[src/rtl/subtraction_14bits_pkg.sv]
// Shared constants for the pipelined 14-bit subtractor and its 2-bit slices.
package subtraction_14bits_pkg;
    localparam int WIDTH   = 14;
    localparam int SLICE_W = 2;
    localparam int N_SLICE = WIDTH / SLICE_W;
    localparam int LATENCY = N_SLICE + 1;
endpackage

[src/rtl/subtraction_2bits.sv]
// One 2-bit slice of the subtractor: registered a + b_inv + cin, where b_inv is the
// already-inverted subtrahend slice (the inversion is done before the skew chain).
module subtraction_2bits
    import subtraction_14bits_pkg::*;
(
    input  logic               clk_i,
    input  logic               rst_ni,
    input  logic [SLICE_W-1:0] a_i,
    input  logic [SLICE_W-1:0] b_inv_i,
    input  logic               cin_i,
    output logic [SLICE_W-1:0] sum_o,
    output logic               cout_o
);
    logic [SLICE_W:0] total_d;

    always_comb begin
        total_d = {1'b0, a_i} + {1'b0, b_inv_i} + {{SLICE_W{1'b0}}, cin_i};
    end

    always_ff @(posedge clk_i or negedge rst_ni) begin
        if (!rst_ni) begin
            sum_o  <= '0;
            cout_o <= 1'b0;
        end else begin
            sum_o  <= total_d[SLICE_W-1:0];
            cout_o <= total_d[SLICE_W];
        end
    end
endmodule

[src/rtl/subtraction_14bits.sv]
// Pipelined 14-bit subtractor: seven carry-chained 2-bit slices with input skew and
// output deskew, fixed 8-cycle latency, one operation per cycle, no backpressure.
module subtraction_14bits
    import subtraction_14bits_pkg::*;
(
    input  logic             Clock,
    input  logic             Reset,
    input  logic             In_valid,
    input  logic [WIDTH-1:0] Ain,
    input  logic [WIDTH-1:0] Bin,
    output logic [WIDTH-1:0] Diff_out,
    output logic             Borrow_out,
    output logic             Overflow_out,
    output logic             Out_valid
);
    logic [WIDTH-1:0]   bin_inv;
    logic [SLICE_W-1:0] a_sl   [N_SLICE];
    logic [SLICE_W-1:0] nb_sl  [N_SLICE];
    logic [SLICE_W-1:0] sum_w  [N_SLICE];
    logic [SLICE_W-1:0] sum_al [N_SLICE];
    logic               cin_w  [N_SLICE];
    logic               cout_w [N_SLICE];

    assign bin_inv = ~Bin;

    // Slice k sees its operands k cycles late, exactly when slice k-1's carry for the
    // same operation is sitting in its carry register.
    for (genvar k = 0; k < N_SLICE; k++) begin : g_slice
        localparam int SKEW   = k;
        localparam int DESKEW = N_SLICE - 1 - k;

        if (SKEW == 0) begin : g_no_skew
            assign a_sl[k]  = Ain[SLICE_W*k +: SLICE_W];
            assign nb_sl[k] = bin_inv[SLICE_W*k +: SLICE_W];
            assign cin_w[k] = 1'b1;
        end else begin : g_skew
            logic [SLICE_W-1:0] a_q  [SKEW];
            logic [SLICE_W-1:0] nb_q [SKEW];

            always_ff @(posedge Clock or negedge Reset) begin
                if (!Reset) begin
                    for (int i = 0; i < SKEW; i++) begin
                        a_q[i]  <= '0;
                        nb_q[i] <= '0;
                    end
                end else begin
                    a_q[0]  <= Ain[SLICE_W*k +: SLICE_W];
                    nb_q[0] <= bin_inv[SLICE_W*k +: SLICE_W];
                    for (int i = 1; i < SKEW; i++) begin
                        a_q[i]  <= a_q[i-1];
                        nb_q[i] <= nb_q[i-1];
                    end
                end
            end

            assign a_sl[k]  = a_q[SKEW-1];
            assign nb_sl[k] = nb_q[SKEW-1];
            assign cin_w[k] = cout_w[k-1];
        end

        subtraction_2bits u_slice (
            .clk_i   (Clock),
            .rst_ni  (Reset),
            .a_i     (a_sl[k]),
            .b_inv_i (nb_sl[k]),
            .cin_i   (cin_w[k]),
            .sum_o   (sum_w[k]),
            .cout_o  (cout_w[k])
        );

        if (DESKEW == 0) begin : g_no_deskew
            assign sum_al[k] = sum_w[k];
        end else begin : g_deskew
            logic [SLICE_W-1:0] s_q [DESKEW];

            always_ff @(posedge Clock or negedge Reset) begin
                if (!Reset) begin
                    for (int i = 0; i < DESKEW; i++) begin
                        s_q[i] <= '0;
                    end
                end else begin
                    s_q[0] <= sum_w[k];
                    for (int i = 1; i < DESKEW; i++) begin
                        s_q[i] <= s_q[i-1];
                    end
                end
            end

            assign sum_al[k] = s_q[DESKEW-1];
        end
    end

    logic [WIDTH-1:0]   diff_al;
    logic               a_msb_q;
    logic               b_msb_q;
    logic [LATENCY-1:0] valid_q;

    always_comb begin
        diff_al = '0;
        for (int k = 0; k < N_SLICE; k++) begin
            diff_al[SLICE_W*k +: SLICE_W] = sum_al[k];
        end
    end

    // Operand sign bits are captured alongside the top slice so overflow compares the
    // signs of the same operation whose result MSB lands in that slice.
    always_ff @(posedge Clock or negedge Reset) begin
        if (!Reset) begin
            a_msb_q      <= 1'b0;
            b_msb_q      <= 1'b0;
            Diff_out     <= '0;
            Borrow_out   <= 1'b0;
            Overflow_out <= 1'b0;
            valid_q      <= '0;
        end else begin
            a_msb_q      <= a_sl[N_SLICE-1][SLICE_W-1];
            b_msb_q      <= ~nb_sl[N_SLICE-1][SLICE_W-1];
            Diff_out     <= diff_al;
            Borrow_out   <= ~cout_w[N_SLICE-1];
            Overflow_out <= (a_msb_q != b_msb_q) && (sum_w[N_SLICE-1][SLICE_W-1] != a_msb_q);
            valid_q      <= {valid_q[LATENCY-2:0], In_valid};
        end
    end

    assign Out_valid = valid_q[LATENCY-1];
endmodule

[config.mk]
export PLATFORM = sky130hd
export DESIGN_NAME = subtraction_14bits
export DESIGN_NICKNAME = d
export VERILOG_FILES = /design/src/rtl/subtraction_14bits_pkg.sv /design/src/rtl/subtraction_2bits.sv /design/src/rtl/subtraction_14bits.sv
export SDC_FILE = /design/constraint.sdc
export NUM_CORES = 1
export LEC_CHECK = 0
export ABC_AREA = 1
export BUFFER_PORTS_ARGS = -buffer_cell sky130_fd_sc_hd__buf_2
export CAP_MARGIN = 10
export CORE_UTILIZATION = 40
export CTS_CLUSTER_DIAMETER = 50
export CTS_CLUSTER_SIZE = 8
export DETAILED_ROUTE_END_ITERATION = 10
export GPL_ROUTABILITY_DRIVEN = 0
export HOLD_SLACK_MARGIN = 0.06
export PLACE_DENSITY = 0.68
export SETUP_SLACK_MARGIN = 0.02
export SLEW_MARGIN = 20
export SYNTH_ARGS = -nofsm -noshare
export SYNTH_HDL_FRONTEND = slang
export SYNTH_HIERARCHICAL = 1
export SYNTH_SLANG_ARGS = --single-unit
[constraint.sdc]
create_clock -name Clock -period 1.8 [get_ports Clock]
set_clock_uncertainty 0.1 [all_clocks]
set_input_delay 0 -clock Clock [delete_from_list [all_inputs] [get_ports Clock]]
set_output_delay 0 -clock Clock [all_outputs]
set_load 0.1 [all_outputs]
## Word-level counts from Yosys, hierarchy flattened

Cells that the tools add are included.

- Word-level logic and storage cells: 103
- Bits of input ports: 31
- Bits in registers: 173

- Bitwise logic cells: 3
- Reduce and logical (&&, ||, !) cells: 1
- Add/subtract/negate cells: 14
- Eq/ne operators: 2

Operators with widths:

| cell | number |
|---|---|
| adder 2 x 2 -> 3 bit | 7 |
| adder 3 x 1 -> 3 bit | 6 |
| inverter 14 bit | 1 |
| adder 3 x 1 -> 3 bit (second input constant) | 1 |
| inequality test 1 bit | 2 |
| inverter 1 bit | 2 |
| logical AND 1 bit | 1 |

## Logic depth before layout (Yosys ltp)

- Depth in word-level cells: 3
- Depth in mapped cells: 5
- Mapped depth without buffers: 5

## Modules after synthesis

Netlist, hierarchy kept.

Modules (own cells, without submodules):

| module | area an instance (um^2) | cells each | sequential area each (um^2) | instances |
|---|---|---|---|---|
| subtraction_14bits | 3901.2 | 178 | 3803.6 | 1 |
| subtraction_2bits | 145.1 | 13 | 75.1 | 7 |

## Least setup slack after synthesis

Ideal clock, no wire load.

- Kind: flip-flop to flip-flop
- From: register g_slice[1].g_skew.a_q[0] (netlist bit)
- To: register g_slice[1].u_slice.sum_o[1]
- Library setup time: 0.114 ns
- Path slack: 0.309 ns
- Path buffers: 0
- Data arrival time: 1.277 ns
- Cell stages (with the launch flop): 5
- Period minus slack after synthesis: 1.491 ns
- Path through: dfrtp_1 inv_1 fa_1 fa_1 inv_1

- Word-level cells in the longest chain between the ends: 2

RTL lines:

| item | RTL line | RTL |
|---|---|---|
| from (decl) | subtraction_14bits.sv:37 | `logic [SLICE_W-1:0] a_q [SKEW];` |
| from (signal, indexed assignment) | subtraction_14bits.sv:50 | `a_q[i] <= a_q[i-1];` |
| adder 2 x 2 -> 3 bit | subtraction_2bits.sv:17 | `total_d = {1'b0, a_i} + {1'b0, b_inv_i} + {{SLICE_W{1'b0}}, cin_i};` |
| adder 3 x 1 -> 3 bit | subtraction_2bits.sv:17 |  |
| named net g_slice[1].u_slice.total_d[1] | subtraction_2bits.sv:14 | `logic [SLICE_W:0] total_d;` |
| to (signal assigned) | subtraction_2bits.sv:25 | `sum_o <= total_d[SLICE_W-1:0];` |
| to (decl) | subtraction_2bits.sv:11 | `output logic [SLICE_W-1:0] sum_o,` |

The timed path passes the listed nets, and every way through them passes these cells.

## Final worst setup path

- From: input Bin[1]
- To: register g_slice[0].u_slice.sum_o[1]

- Word-level cells in the longest chain between the ends: 3

RTL lines:

| item | RTL line | RTL |
|---|---|---|
| from (decl) | subtraction_14bits.sv:10 | `input logic [WIDTH-1:0] Bin,` |
| inverter 14 bit | subtraction_14bits.sv:24 | `assign bin_inv = ~Bin;` |
| named net bin_inv[1] | subtraction_14bits.sv:16 | `logic [WIDTH-1:0] bin_inv;` |
| adder 2 x 2 -> 3 bit | subtraction_2bits.sv:17 |  |
| adder 3 x 1 -> 3 bit | subtraction_2bits.sv:17 |  |
| named net g_slice[0].u_slice.total_d[1] | subtraction_2bits.sv:14 |  |
| to (signal assigned) | subtraction_2bits.sv:25 |  |
| to (decl) | subtraction_2bits.sv:11 |  |

The timed path passes the listed nets, and every way through them passes these cells.

==> results.cfg <==
[pwr]
power_frac_clock = 0.399
ir_worst_vdd_v = 0.000647
power_frac_seq = 0.497
p_leak_nw = 3.18
comb_power_share = 0.104
switchingPower_mw = 2.27
swShare = 0.256
power.internal_mw = 6.62
powerDensity_nw_per_um2 = 1410

[worst_setup_path]
slowest_stage = dlygate4sd3_1
slowest_delay_ps = 550
rr_worst_depth = 4
critPathCaptureType = flip-flop
rrSetupSlack_ps = 230
path_class = input pin to flip-flop
r2r-start = a_sl[2]
critical_path_required_ps = 2010
cp.arrival_ps = 1820
reg2reg_to = g_slice[5].u_slice/sum_o[1]
path_max_fanout = 1
crit_top_cell = inv_1
crit_chain = dlygate4sd3_1, buf_2, inv_1, inv_1, fa_1, dlygate4sd3_1, inv_1
cp-start-kind = input pin
crit_buf_inv = 6
critPathTopFamily = buffers and inverters

[global_route]
grt_max_degree = 60
antenna_found_initial = 0
grt_pass1_wl_um = 9470
gr-total-overflow = 0
first_global_vias = 2210
gr-usage-all-layers = 0.101

[synth]
ys_types = 5
avgSynthCellArea_um2 = 18.3
syn-instance-count = 269
syn-num-nets = 314
yosys_warnings = 6
syn_area_um2 = 4920
synth-seq-area-share = 0.880
synth_seq_cells = 173

[min_path]
hold_path_depth = 2
hold_path.class = input pin to flip-flop
min_from = Ain[3]
worstHoldEndpoint = g_slice[1].g_skew.a_q[1]

[cells_and_area]
nets = 416
final_common_cell = dfrtp_1
layout_common_cells = dfrtp_1 (173), inv_1 (76), buf_2 (46), dlygate4sd3_1 (32), clkbuf_16 (17)
area_growth_pct = 28.5
drive_gt1_frac = 0.216
antenna_cells = 0
post-route-cell-area_um2 = 6320
fin_cells = 531

[floorplan]
rows = 40
io_pins = 48
die_y_um = 113
dieWidth_um = 113
dieArea_um2 = 12700
initial_core_util = 0.409
placeableCoreArea_um2 = 12000

[clock_tree]
cts_resized = 0
cts.sinks = 173
cts_tree = yes
clk_pin_slew_ps = 60
cts-buffers-inserted = 17
clk_latency_ps = 410
clk_path_buf_depth = 2
cts.htree.levels = 4
cts-root-buf = clkbuf_16

[detailed_routing]
wl_per_cell_um = 9.95
vias = 2010
drt-total-wl_um = 5280
vias_per_cell = 3.79
dr.pass1.iters = 4
drt-initial-drc-count = 85
drc = 0
ant_nets = 0

[flow_run]
cap_violations = 0

[placed_design]
placed_area_um2 = 5400
hpwl_um = 3000
dp.cells = 467
port_buffers = 47
place_ws_ps = 248

[timing]
fin_ws_ps = 190
fin_crit_ps = 1610
setup_violations = 0
rsz0062_at_grt = false
hold_viol_final = 0
setup_tns_ps = 0
max_freq_mhz = 621
post-route-period-util = 0.894
report.final.slew_viol_count = 0

[outcome]
outcome = completed
-- per-layer routing --
metal,GRT usage,vias up,share of wire
met4,0.0658,0,0.018
li1,-,957,-
met2,0.161,46,0.53
met3,0.0466,7,0.049
met1,0.108,1000,0.41
met5,0,-,0
-- area by class of cell --
cell class | count | area [um2]
clock inverter | 14 | 159
inverter | 76 | 285
multi-input combinational | 20 | 303
clock buffer | 18 | 439
tap | 147 | 184
timing repair buffer | 83 | 619
fill | 997 | 5690
sequential | 173 | 4330
-- logic make-up (layout without fill, tap and decap cells) --
| kind of cell | after synthesis | in the layout | synth area share |
|---|---|---|---|
| AND/OR/NAND/NOR | 5 | 5 | 0.00382 |
| buffers and inverters | 76 | 191 | 0.0580 |
| flip-flops | 173 | 173 | 0.880 |
| other | 1 | 1 | 0.000763 |
| adder cells (fa/ha/maj) | 14 | 14 | 0.0570 |
-- cells in the mapped netlist (all sizes together) --
library cell,count,share of area
dfrtp,173,0.88
fa,14,0.057
conb,1,0.00076
nand2,5,0.0038
inv,76,0.058
-- metrics by stage --
| stage | power (mW) | util | hold slack [ps] |
|---|---|---|---|
| 3_5_place_dp | 5.37 | 0.450 | -97.1 |
| 2_1_floorplan | 5.10 | - | -396 |
| 5_1_grt | 9.30 | 0.526 | 118 |
| 3_3_place_gp | 5.33 | 0.450 | -103 |
| 4_1_cts | 9.03 | 0.526 | 100 |
| 6_report | 8.89 | 0.526 | 123 |
-- sequential cells by signal, indices dropped and copies added, names as in the netlist --
| signal | count |
|---|---|
| b_msb_q | 1 |
| g_slice.u_slice/cout_o | 7 |
| g_slice.u_slice/sum_o | 14 |
| g_slice.g_deskew.s_q | 32 |
| Borrow_out | 1 |
| Diff_out | 14 |
| g_slice.g_skew.a_q | 32 |
| diff_al | 10 |
| g_slice.g_skew.nb_q | 42 |
| a_msb_q | 1 |
| a_sl | 10 |
| Overflow_out | 1 |
| valid_q | 8 |
-- power by group through the flow --
stage | Sequential [mW] | Combinational (mW) | Clock, mW
floorplan | 4.99 | 0.112 | 0
global placement | 4.48 | 0.847 | 0
detailed placement | 4.50 | 0.871 | 0
CTS | 4.43 | 0.935 | 3.67
global route | 4.46 | 0.995 | 3.85
finish | 4.42 | 0.922 | 3.55
-- how the worst max path moves through the flow --
stage                        startpoint                           to  slack, ps  cells past startpoint
2_1_floorplan  g_slice[1].g_skew.a_q[0]  g_slice[1].u_slice/sum_o[1]        310                      4
3_3_place_gp                    a_sl[0]  g_slice[6].u_slice/sum_o[1]        300                      4
3_5_place_dp                    a_sl[2]  g_slice[5].u_slice/sum_o[1]        250                      4
4_1_cts                          Bin[1]  g_slice[0].u_slice/sum_o[1]        240                      7
5_1_grt                          Bin[1]  g_slice[0].u_slice/sum_o[1]        150                      7
6_report                         Bin[1]  g_slice[0].u_slice/sum_o[1]        190                      7
-- timing repair --
| action | CTS | global route |
|---|---|---|
| setup endpoints to repair | 0 | 0 |
| endpoints found under the hold margin | 201 | 0 |
| setup buffers | 0 | 0 |
| hold buffers | 32 | 0 |
No activity file was read; power rests on OpenSTA's default activity.
